==> config.mk <==
export PLATFORM = sky130hd
export DESIGN_NAME = mesi_isc_breq_arbiter
export DESIGN_NICKNAME = d
export VERILOG_FILES = /design/src/rtl/mesi_isc_pkg.sv /design/src/rtl/mesi_isc_breq_arb_fifo.sv /design/src/rtl/mesi_isc_breq_arbiter.sv
export SDC_FILE = /design/constraint.sdc
export NUM_CORES = 1
export LEC_CHECK = 0
export ABC_AREA = 1
export ABC_CLOCK_PERIOD_IN_PS = 2950
export CAP_MARGIN = 30
export CORE_MARGIN = 8
export CORE_UTILIZATION = 40
export CTS_CLUSTER_SIZE = 10
export DETAILED_ROUTE_END_ITERATION = 8
export GPL_TIMING_DRIVEN = 0
export SETUP_SLACK_MARGIN = 0.2
export SLEW_MARGIN = 20
export SYNTH_ARGS = -nofsm -noshare
export SYNTH_HDL_FRONTEND = slang
export SYNTH_SLANG_ARGS = --single-unit
==> constraint.sdc <==
create_clock -name clk -period 2.95 [get_ports clk]
set_clock_uncertainty 0.05 [all_clocks]
set_input_delay 0.295 -clock clk [delete_from_list [all_inputs] [get_ports clk]]
set_output_delay 0.295 -clock clk [all_outputs]
set_load 0.01 [all_outputs]
==> src/rtl/mesi_isc_pkg.sv <==
// Shared definitions for the MESI intersection controller.
//   mbus_cmd_e   : main-bus command encoding (NOP .. RD_BROAD)
//   CpuCount     : number of CPU main-bus ports
//   CpuIdWidth   : width of a CPU id
//   MbusCmdWidth : width of a main-bus command
//   is_broad_cmd : true for the two broadcast commands the arbiter accepts
package mesi_isc_pkg;

    localparam int unsigned CpuCount     = 4;
    localparam int unsigned CpuIdWidth   = 2;
    localparam int unsigned MbusCmdWidth = 3;

    typedef enum logic [MbusCmdWidth-1:0] {
        MbusCmdNop     = 3'd0,
        MbusCmdWr      = 3'd1,
        MbusCmdRd      = 3'd2,
        MbusCmdWrBroad = 3'd3,
        MbusCmdRdBroad = 3'd4
    } mbus_cmd_e;

    function automatic logic is_broad_cmd(input logic [MbusCmdWidth-1:0] cmd);
        return (cmd == MbusCmdWrBroad) || (cmd == MbusCmdRdBroad);
    endfunction

endpackage

==> src/rtl/mesi_isc_breq_arb_fifo.sv <==
// Single-clock FIFO holding the pending broadcast requests of one CPU.
//   clk, rst : clock, synchronous active-high reset
//   push_i   : write wdata_i (ignored when full)
//   wdata_i  : data to write
//   pop_i    : drop the head entry (ignored when empty)
//   rdata_o  : head entry, valid while empty_o is low
//   full_o   : no free entry
//   empty_o  : no stored entry
module mesi_isc_breq_arb_fifo #(
    parameter int unsigned Depth = 2,
    parameter int unsigned Width = 35
) (
    input  logic             clk,
    input  logic             rst,
    input  logic             push_i,
    input  logic [Width-1:0] wdata_i,
    input  logic             pop_i,
    output logic [Width-1:0] rdata_o,
    output logic             full_o,
    output logic             empty_o
);

    localparam int unsigned PtrWidth = $clog2(Depth);
    localparam int unsigned CntWidth = PtrWidth + 1;

    logic [Width-1:0]    mem_q [Depth];
    logic [PtrWidth-1:0] wptr_q, wptr_d;
    logic [PtrWidth-1:0] rptr_q, rptr_d;
    logic [CntWidth-1:0] count_q, count_d;
    logic                do_push;
    logic                do_pop;

    assign full_o  = (count_q == CntWidth'(Depth));
    assign empty_o = (count_q == '0);
    assign do_push = push_i && !full_o;
    assign do_pop  = pop_i && !empty_o;
    assign rdata_o = mem_q[rptr_q];

    // Depth is a power of two, so pointer overflow is the modulo wrap.
    always_comb begin
        wptr_d  = wptr_q;
        rptr_d  = rptr_q;
        count_d = count_q;
        if (do_push) begin
            wptr_d = wptr_q + 1'b1;
        end
        if (do_pop) begin
            rptr_d = rptr_q + 1'b1;
        end
        case ({do_push, do_pop})
            2'b10:   count_d = count_q + 1'b1;
            2'b01:   count_d = count_q - 1'b1;
            default: count_d = count_q;
        endcase
    end

    always_ff @(posedge clk) begin
        if (rst) begin
            wptr_q  <= '0;
            rptr_q  <= '0;
            count_q <= '0;
        end else begin
            wptr_q  <= wptr_d;
            rptr_q  <= rptr_d;
            count_q <= count_d;
        end
    end

    // Storage needs no reset; occupancy alone decides what is valid.
    always_ff @(posedge clk) begin
        if (do_push) begin
            mem_q[wptr_q] <= wdata_i;
        end
    end

endmodule

==> src/rtl/mesi_isc_breq_arbiter.sv <==
// Broadcast-request arbiter: captures WR_BROAD / RD_BROAD from four CPU main-bus ports,
// acknowledges each with a one-cycle pulse, queues them per CPU and presents them one at a
// time in round-robin order over a valid/ready handshake.
//   clk, rst          : clock, synchronous active-high reset
//   mbus_cmd_array_i  : per-CPU command (index = CPU id)
//   mbus_addr_array_i : per-CPU address
//   mbus_ack_o        : per-CPU one-cycle capture acknowledge
//   breq_valid_o      : a request is presented downstream
//   breq_cmd_o        : command of the presented request
//   breq_addr_o       : address of the presented request
//   breq_id_o         : originating CPU id
//   breq_ready_i      : downstream accepts when high together with breq_valid_o
module mesi_isc_breq_arbiter
    import mesi_isc_pkg::*;
#(
    parameter int unsigned ADDR_WIDTH = 32,
    parameter int unsigned FIFO_DEPTH = 2
) (
    input  logic                                 clk,
    input  logic                                 rst,
    input  logic [CpuCount-1:0][MbusCmdWidth-1:0] mbus_cmd_array_i,
    input  logic [CpuCount-1:0][ADDR_WIDTH-1:0]   mbus_addr_array_i,
    output logic [CpuCount-1:0]                   mbus_ack_o,
    output logic                                  breq_valid_o,
    output logic [MbusCmdWidth-1:0]               breq_cmd_o,
    output logic [ADDR_WIDTH-1:0]                 breq_addr_o,
    output logic [CpuIdWidth-1:0]                 breq_id_o,
    input  logic                                  breq_ready_i
);

    typedef struct packed {
        logic [MbusCmdWidth-1:0] cmd;
        logic [ADDR_WIDTH-1:0]   addr;
    } breq_t;

    localparam int unsigned ReqWidth = $bits(breq_t);

    logic [CpuCount-1:0]     capture;
    logic [CpuCount-1:0]     q_full;
    logic [CpuCount-1:0]     q_empty;
    logic [CpuCount-1:0]     q_pop;
    breq_t                   q_head [CpuCount];

    logic [CpuCount-1:0]     ack_q;
    logic                    valid_q, valid_d;
    logic [MbusCmdWidth-1:0] cmd_q, cmd_d;
    logic [ADDR_WIDTH-1:0]   addr_q, addr_d;
    logic [CpuIdWidth-1:0]   id_q, id_d;
    logic [CpuIdWidth-1:0]   rr_ptr_q, rr_ptr_d;

    logic                    load_en;
    logic                    sel_found;
    logic [CpuIdWidth-1:0]   sel_id;

    for (genvar i = 0; i < CpuCount; i++) begin : g_cpu
        breq_t wdata;

        // A port is not sampled during its ack cycle: the CPU is still dropping the
        // request that was just captured.
        assign capture[i] = is_broad_cmd(mbus_cmd_array_i[i]) && !q_full[i] && !ack_q[i];
        assign wdata      = '{cmd: mbus_cmd_array_i[i], addr: mbus_addr_array_i[i]};

        mesi_isc_breq_arb_fifo #(
            .Depth (FIFO_DEPTH),
            .Width (ReqWidth)
        ) u_fifo (
            .clk     (clk),
            .rst     (rst),
            .push_i  (capture[i]),
            .wdata_i (wdata),
            .pop_i   (q_pop[i]),
            .rdata_o (q_head[i]),
            .full_o  (q_full[i]),
            .empty_o (q_empty[i])
        );
    end

    // Round-robin search: first non-empty queue starting at rr_ptr.
    always_comb begin
        logic [CpuIdWidth-1:0] cand;
        cand      = '0;
        sel_found = 1'b0;
        sel_id    = '0;
        for (int k = 0; k < CpuCount; k++) begin
            cand = rr_ptr_q + CpuIdWidth'(k);
            if (!sel_found && !q_empty[cand]) begin
                sel_found = 1'b1;
                sel_id    = cand;
            end
        end
    end

    assign load_en = !valid_q || breq_ready_i;
    assign q_pop   = (load_en && sel_found) ? (CpuCount'(1) << sel_id) : '0;

    always_comb begin
        valid_d  = valid_q;
        cmd_d    = cmd_q;
        addr_d   = addr_q;
        id_d     = id_q;
        rr_ptr_d = rr_ptr_q;
        if (load_en) begin
            valid_d = sel_found;
            if (sel_found) begin
                cmd_d    = q_head[sel_id].cmd;
                addr_d   = q_head[sel_id].addr;
                id_d     = sel_id;
                rr_ptr_d = sel_id + 1'b1;
            end
        end
    end

    always_ff @(posedge clk) begin
        if (rst) begin
            ack_q    <= '0;
            valid_q  <= 1'b0;
            cmd_q    <= '0;
            addr_q   <= '0;
            id_q     <= '0;
            rr_ptr_q <= '0;
        end else begin
            ack_q    <= capture;
            valid_q  <= valid_d;
            cmd_q    <= cmd_d;
            addr_q   <= addr_d;
            id_q     <= id_d;
            rr_ptr_q <= rr_ptr_d;
        end
    end

    assign mbus_ack_o   = ack_q;
    assign breq_valid_o = valid_q;
    assign breq_cmd_o   = cmd_q;
    assign breq_addr_o  = addr_q;
    assign breq_id_o    = id_q;

endmodule
Word-level counts from Yosys, hierarchy flattened
Memory sizes are Yosys's and may differ from the RTL's. A register that Yosys moved wholly into a read port is not among the register bits.
Cells that the tools add are included.
Widths: inputs -> output; s select.
{ "totals": {"out_inout_bits": 42, "inputBits": 143, "elab_cells": 161, "n_memories": 4, "ff_bits": 60, "mem_bits_rw": 280} }
{ "classes": {"shifts": 1, "n_reduce_logical": 52, "n_addsub": 20, "bitwise": 1, "magnitude_cmp": 5, "n_eq_ne": 20, "mux": 40} }
{ "mem_list": {"columns": ["name", "words", "word_bits", "read_ports", "rd_ports_with_merged_regs", "wr", "line_no", "source"], "rows": [
  ["g_cpu[0].u_fifo.mem_q", 2, 35, 1, 1, 1, "mesi_isc_breq_arb_fifo.sv:26", "logic [Width-1:0] mem_q [Depth];"],
  ["g_cpu[1].u_fifo.mem_q", 2, 35, 1, 1, 1, "mesi_isc_breq_arb_fifo.sv:26", null],
  ["g_cpu[2].u_fifo.mem_q", 2, 35, 1, 1, 1, "mesi_isc_breq_arb_fifo.sv:26", null],
  ["g_cpu[3].u_fifo.mem_q", 2, 35, 1, 1, 1, "mesi_isc_breq_arb_fifo.sv:26", null]
]} }
{ "op_table": {"columns": ["op", "n"], "rows": [
  ["$bmux 35 s2", 1],
  ["$mux 35", 2],
  ["$mux 1", 24],
  ["$logic_and 1x1->1", 20],
  ["$logic_not 1->1", 18],
  ["$eq 2x2->1 const B", 8],
  ["$pmux 2 s2", 4],
  ["$add 2x1->2 const B", 6],
  ["$eq 3x2->1 const B", 4],
  ["$eq 3x3->1 const B", 4],
  ["$lt 2x3->1 const B", 4],
  ["$add 1x1->1 const B", 8],
  ["$bmux 1 s2", 4],
  ["$eq 2x1->1 const B", 4],
  ["$logic_not 2->1", 4],
  ["$mux 2", 4],
  ["$reduce_bool 2->1", 4],
  ["$sub 2x1->2 const B", 4],
  ["$logic_or 1x1->1", 5],
  ["$add 2x2->2 const B", 2],
  ["$mux 4", 1],
  ["$shl 1x2->4 const A", 1],
  ["$ge 3x3->1 const B", 1],
  ["$not 2->3", 1],
  ["$reduce_and 2->1", 1]
]} }

Depth between registers and ports, before layout
{ "depth": {"word_depth": 17, "depth_mapped": 19, "depth_no_buf": 18} }

By module
From an unflattened synthesis, not the netlist that was laid out.
{ "unflattened": {"cells_unflattened": 1265, "area_unflattened_um2": 15298.4} }
{ "modules_own_cells": {"columns": ["module", "cells_each", "seq_area_each_um2", "n_inst", "area_each_um2"], "rows": [
  ["mesi_isc_breq_arb_fifo", 149, 2202.1, 4, 2925.3],
  ["mesi_isc_breq_arbiter", 669, 880.8, 1, 3597.2]
]} }

Worst setup path after synthesis
No wires, ideal clock.
{ "synth_path": {"path_kind": "register -> register", "start": "register g_cpu[0].u_fifo.count_q[0]", "end": "memory g_cpu[0].u_fifo.mem_q[1][0] (enable)", "arrival_ps": 2394, "setup_time_ps": 429, "required_time_ps": 2471, "slack_ps": 77, "path_buffers": 0, "period_less_slack_ps": 2873, "path_stages_with_launch": 5, "cell_sequence": "dfxtp_1 -> nor2_1 -> nor4_1 -> inv_1 -> nor2_1"} }
{ "synth_between": {"elab_chain_len": 7} }
{ "synth_rtl": {"columns": ["element", "line_no", "source"], "rows": [
  ["from (decl)", "mesi_isc_breq_arb_fifo.sv:29", "logic [CntWidth-1:0] count_q, count_d;"],
  ["from (signal assigned)", "mesi_isc_breq_arb_fifo.sv:65", "count_q <= count_d;"],
  ["$eq 2x2->1 (*)", "mesi_isc_breq_arb_fifo.sv:33", "assign full_o = (count_q == CntWidth'(Depth));"],
  ["$logic_not 1->1 (*)", "mesi_isc_breq_arb_fifo.sv:35, mesi_isc_breq_arbiter.sv:60", null],
  ["$logic_and 1x1->1 (2 in series)", "mesi_isc_breq_arbiter.sv:60", "assign capture[i] = is_broad_cmd(mbus_cmd_array_i[i]) && !q_full[i] && !ack_q[i];"],
  ["$logic_and 1x1->1 (*)", "mesi_isc_breq_arb_fifo.sv:35", "assign do_push = push_i && !full_o;"],
  ["$mux 1 (*)", "mesi_isc_breq_arb_fifo.sv:71", "if (do_push) begin"],
  ["$mux 1 (not written as such) (*)", "mesi_isc_breq_arb_fifo.sv:72", "mem_q[wptr_q] <= wdata_i;"],
  ["to (decl)", "mesi_isc_breq_arb_fifo.sv:26", null]
]} }
Mark *: on every way between the ends. The rest lies on a longest branch, timed or not.

Final worst setup path
{ "layout_path": {"start": "register rr_ptr_q[0]", "end": "register g_cpu[2].u_fifo.count_q[1]"} }
{ "layout_between": {"elab_chain_len": 17, "word_cells_on_any_way": 35, "classes_between": "3 x add/sub; 2 x eq/ne; 1 x shift; 18 x mux; 11 x reduce/logical"} }
{ "layout_rtl": {"columns": ["element", "line_no", "source"], "rows": [
  ["from (decl)", "mesi_isc_breq_arbiter.sv:49", "logic [CpuIdWidth-1:0] rr_ptr_q, rr_ptr_d;"],
  ["from (signal assigned)", "mesi_isc_breq_arbiter.sv:127", "rr_ptr_q <= rr_ptr_d;"],
  ["$add 2x1->2", "mesi_isc_breq_arbiter.sv:85", "cand = rr_ptr_q + CpuIdWidth'(k);"],
  ["$bmux 1 s2", "mesi_isc_breq_arbiter.sv:86", "if (!sel_found && !q_empty[cand]) begin"],
  ["$mux 1 (not written as such)", "mesi_isc_breq_arbiter.sv:86", null],
  ["$logic_not 1->1", "mesi_isc_breq_arbiter.sv:86", null],
  ["$logic_and 1x1->1", "mesi_isc_breq_arbiter.sv:86", null],
  ["$mux 1", "mesi_isc_breq_arbiter.sv:86", null],
  ["$logic_not 1->1", "mesi_isc_breq_arbiter.sv:86", null],
  ["$logic_and 1x1->1", "mesi_isc_breq_arbiter.sv:86", null],
  ["(+2 left out)", null, null],
  ["$logic_and 1x1->1", "mesi_isc_breq_arbiter.sv:86", null],
  ["$mux 2 or $mux 1 (tied branches)", "mesi_isc_breq_arbiter.sv:86", null],
  ["$shl 1x2->4 or $logic_and 1x1->1 (tied branches)", "mesi_isc_breq_arbiter.sv:94", "assign q_pop = (load_en && sel_found) ? (CpuCount'(1) << sel_id) : '0;"],
  ["$mux 4 (*)", "mesi_isc_breq_arbiter.sv:94", null],
  ["$logic_and 1x1->1 (*)", "mesi_isc_breq_arb_fifo.sv:36", "assign do_pop = pop_i && !empty_o;"],
  ["via g_cpu[2].u_fifo.do_pop", "mesi_isc_breq_arb_fifo.sv:31", "logic do_pop;"],
  ["$eq 2x1->1 or $eq 2x2->1 (tied branches)", "mesi_isc_breq_arb_fifo.sv:50", "case ({do_push, do_pop})"],
  ["$pmux 2 s2 or $reduce_bool 2->1 (tied branches)", null, null],
  ["to (signal assigned)", "mesi_isc_breq_arb_fifo.sv:65", null],
  ["to (decl)", "mesi_isc_breq_arb_fifo.sv:29", null]
]} }
Mark *: on every way through the listed nets, which the timed path passes. The rest lies on a longest branch. The select of a mux whose other input is x is not followed.
A chain may end at the register's enable or synchronous reset.

==> impl_metrics.py <==
metrics = {
    "routing": {
        "drt_iter0_drc": 615,
        "met3WireLength_um": 2270,
        "dr.pass1.iters": 4,
        "dr_wl_met2_um": 17900,
        "wl_um": 36700,
        "detail-route-antenna-nets": 0,
        "wl_per_cell_um": 20.1,
        "vias": 9146,
        "drc_errors": 0,
        "wl_met1_um": 15700,
        "top_layer_used": "met5",
        "via_per_inst": 5.00,
    },
    "final_layout": {
        "drive_gt1_share_pct": 9.69,
        "final-instance-count-excl-fill": 1828,
        "fillers": 3023,
        "final_area_um2": 17900,
        "insertedDiodeCount": 0,
        "syn2layout_area_growth_pct": 28.3,
        "fin_nets": 1488,
    },
    "synth": {
        "netlist_instances": 1104,
        "synth_area_um2": 14000,
        "synth_top_family_by_area": "simple AND/OR/NAND/NOR gates",
        "syn_avg_cell_area_um2": 12.7,
        "synth.distinct_cells": 32,
        "yosys_warnings": 0,
        "post_synth_fa_ha_maj_area_fraction_pct": 0.358,
        "synth-xor-area-share_pct": 0.250,
        "synth-simple-area-share_pct": 14.7,
        "syn_nets": 1251,
        "synth_compound_area_share_pct": 1.29,
        "ys_ff_latch": 344,
        "synth_mux_area_share_pct": 10.1,
        "ys_seq_area_share_pct": 69.3,
    },
    "floorplan": {
        "coreArea_um2": 34500,
        "ioPinCount": 185,
        "initial_core_util_pct": 40.6,
        "die_w_um": 203,
        "dieArea_um2": 41200,
        "rows": 68,
        "chipHeight_um": 203,
    },
    "critical_path": {
        "cpPeakStageDelay_ns": 0.32,
        "regToRegStartpoint": "rr_ptr_q[0]",
        "cp_num_buf_inv": 4,
        "worstPathCellList": "buf_6, inv_4, nand2_2, nand2_2, nand3_1, o21ai_2, nand3_1, nand2_1, nand2_2, buf_12, nand3_2, inv_1, ha_1, a21oi_1, o21ai_0, o21ai_0, a21oi_1",
        "rrSetupSlack_ns": 0.37,
        "cp.arrival_ns": 2.92,
        "crit_family": "simple AND/OR/NAND/NOR gates",
        "critPathCaptureType": "register",
        "worstPathMaxFanout": 10,
        "cp_slowest_cell": "ha_1",
        "cp.required_ns": 3.29,
        "cp_common_cell": "nand2_2",
        "worstSetupPathType": "register to register",
        "critPathLaunch": "rr_ptr_q[0]",
        "worst-path-stages": 17,
        "r2r_end": "g_cpu[2].u_fifo.count_q[1]",
        "rr_worst_depth": 17,
        "critPathLaunchType": "register",
        "crit_end": "g_cpu[2].u_fifo.count_q[1]",
    },
    "sta": {
        "fmax_ghz": 0.387,
        "relSlewSlack_pct": 42.8,
        "setup-violations-final": 0,
        "tightest_slew_ns": 0.858,
        "drv_slew": 0,
        "fin_crit_ns": 2.58,
        "hold_violations": 0,
        "period_share_pct": 87.5,
        "whs_ns": 0.306,
        "rsz0062_at_grt": "false",
    },
    "place": {
        "io_buffers": 183,
        "hpwlAfterDp_um": 26900,
        "dp_cells": 1750,
        "gp_congestion": 0.818,
        "dpl_cell_area_um2": 16700,
    },
    "cts": {
        "cts_tree": "done",
        "cts_buffers": 41,
        "cts_max_level": 2,
        "cts.clk_slew.worst_paths_ns": 0.06,
        "clock-root-buffer": "clkbuf_16",
        "clock_latency_ns": 0.52,
        "clockBufferDepth": 3,
        "clkSinkCount": 344,
    },
    "global_route": {
        "grt_overflow_total": 0,
        "grt_pass1_wl_um": 53800,
        "track_usage_pct": 17.3,
        "first_global_vias": 9153,
        "antenna_found_initial": 1,
        "grt_max_degree": 25,
    },
    "hold_path": {
        "holdPathStages": 1,
        "min_path_type": "input port to register",
    },
    "power_and_ir_drop": {
        "netSwitchingFraction_pct": 40.2,
        "max-vdd-ir-drop_uv": 624,
        "p_clk_share_pct": 21.8,
        "power.density_nw_per_um2": 1150,
        "netSwitchingPower_mw": 8.33,
        "seqPwrFrac_pct": 30.9,
        "leakage_nw": 6.56,
        "intPower_mw": 12.4,
        "p_comb_share_pct": 47.2,
    },
    "flow_run": {
        "maxCapViolCount": 0,
    },
    "run_status": {
        "status": "finished, final reports clean",
    },
}
## per-layer routing
metal  vias up  global-route usage [%]
met5         -                       0
met1      4416                    22.8
li1       4405                       -
met4         2                    4.82
met2       263                    28.9
met3        60                    3.39
## metrics by stage
step	setup TNS [ns]	total power [mW]	utilization [%]	setup slack, ns
after floorplan	0	12.6	-	0.606
after global placement	-154.87	16.0	47.6	-0.601
after detailed placement	0	16.2	48.3	0.160
after CTS	0	20.8	51.9	0.277
after global routing	0	22.1	52.1	0.206
final	0	20.7	52.1	0.369
## cell type report
cell class / count / area, um^2 / area share, %
inverters: 57 / 224 / 1.25
multi-input cells: 645 / 3840 / 21.4
clock buffers: 71 / 1180 / 6.58
plain buffers: 58 / 355 / 1.98
flip-flops and latches: 344 / 9690 / 54.0
well taps: 455 / 569 / 3.17
repair buffers: 194 / 2060 / 11.5
clock inverters: 4 / 21.3 / 0.119
## flip-flops by register name, summed over array words and instances (netlist names), named ones only
register / count
breq_addr_o: 32
g_cpu.u_fifo.wptr_q: 4
breq_cmd_o: 3
mbus_ack_o: 4
breq_valid_o: 1
g_cpu.u_fifo.count_q: 8
rr_ptr_q: 2
breq_id_o: 2
g_cpu.u_fifo.rptr_q: 4
g_cpu.u_fifo.mem_q: 280
## synth_stat cells (all sizes together)
master,n,area share (%)
o21a,4,0.21
ha,4,0.36
nand3,176,6.4
nand4,2,0.089
nor2,129,3.6
mux2,6,0.48
inv,57,1.6
o21ai,12,0.54
nand2,146,4.1
dfxtp,64,9.2
nor4,4,0.18
clkbuf,22,0.59
mux2i,134,9.6
xor2,4,0.25
nor3,9,0.44
edfxtp,280,60
buf,36,1.9
a21oi,15,0.54
## worst reg2reg max path, delay by kind of cell (launching register included)
kind	cells	cell delay [ns]
and+or+nand+nor	7	0.73
AOI/OAI and AO/OA	5	0.57
DFF	1	0.31
adders and majority gates	1	0.32
buffers and inverters	4	0.48
## cells by family after synthesis
group | count (synthesis)
flops | 344
compound gates | 31
simple gates | 466
buf+inv | 115
xor+xnor | 4
mux | 140
fa+ha+maj | 4
## cells in the final DEF, fill, tap and decap left out, drive strengths merged, types with 6 or more instances in the layout
cell             n
a21oi           15
buf             47
clkbuf          93
clkdlybuf4s50  183
dfxtp           64
edfxtp         280
inv             57
mux2             6
mux2i          134
nand2          146
nand3          176
nor2           129
nor3             9
o21ai           12
## power by group through the flow
stage	Clock [mW]	Combinational, mW	Sequential [mW]
after floorplan	0	6.11	6.53
after global placement	0	9.47	6.48
after detailed placement	0	9.69	6.48
after CTS	4.60	9.80	6.39
after global routing	4.80	10.8	6.47
final	4.52	9.78	6.40
## worst min path at each step
stage | start | endpoint | slack [ns]
after floorplan | mbus_addr_array_i[0] | g_cpu[0].u_fifo.mem_q[0][0] | 0.34
after global placement | g_cpu[0].u_fifo.count_q[1] | g_cpu[0].u_fifo.count_q[1] | 0.42
after detailed placement | breq_id_o[1] | breq_id_o[1] | 0.42
after CTS | mbus_addr_array_i[17] | g_cpu[0].u_fifo.mem_q[0][17] | 0.29
after global routing | mbus_addr_array_i[81] | g_cpu[2].u_fifo.mem_q[1][17] | 0.29
final | mbus_addr_array_i[27] | g_cpu[0].u_fifo.mem_q[1][27] | 0.31
## repair_timing
action,in CTS,in global routing
cloned,0,0
endpoints found under the setup margin,1,4
setup buffers,3,0
hold buffers,0,0
pin swaps,1,0
gates resized for setup,0,17
Power figures use the tool's default switching activity.
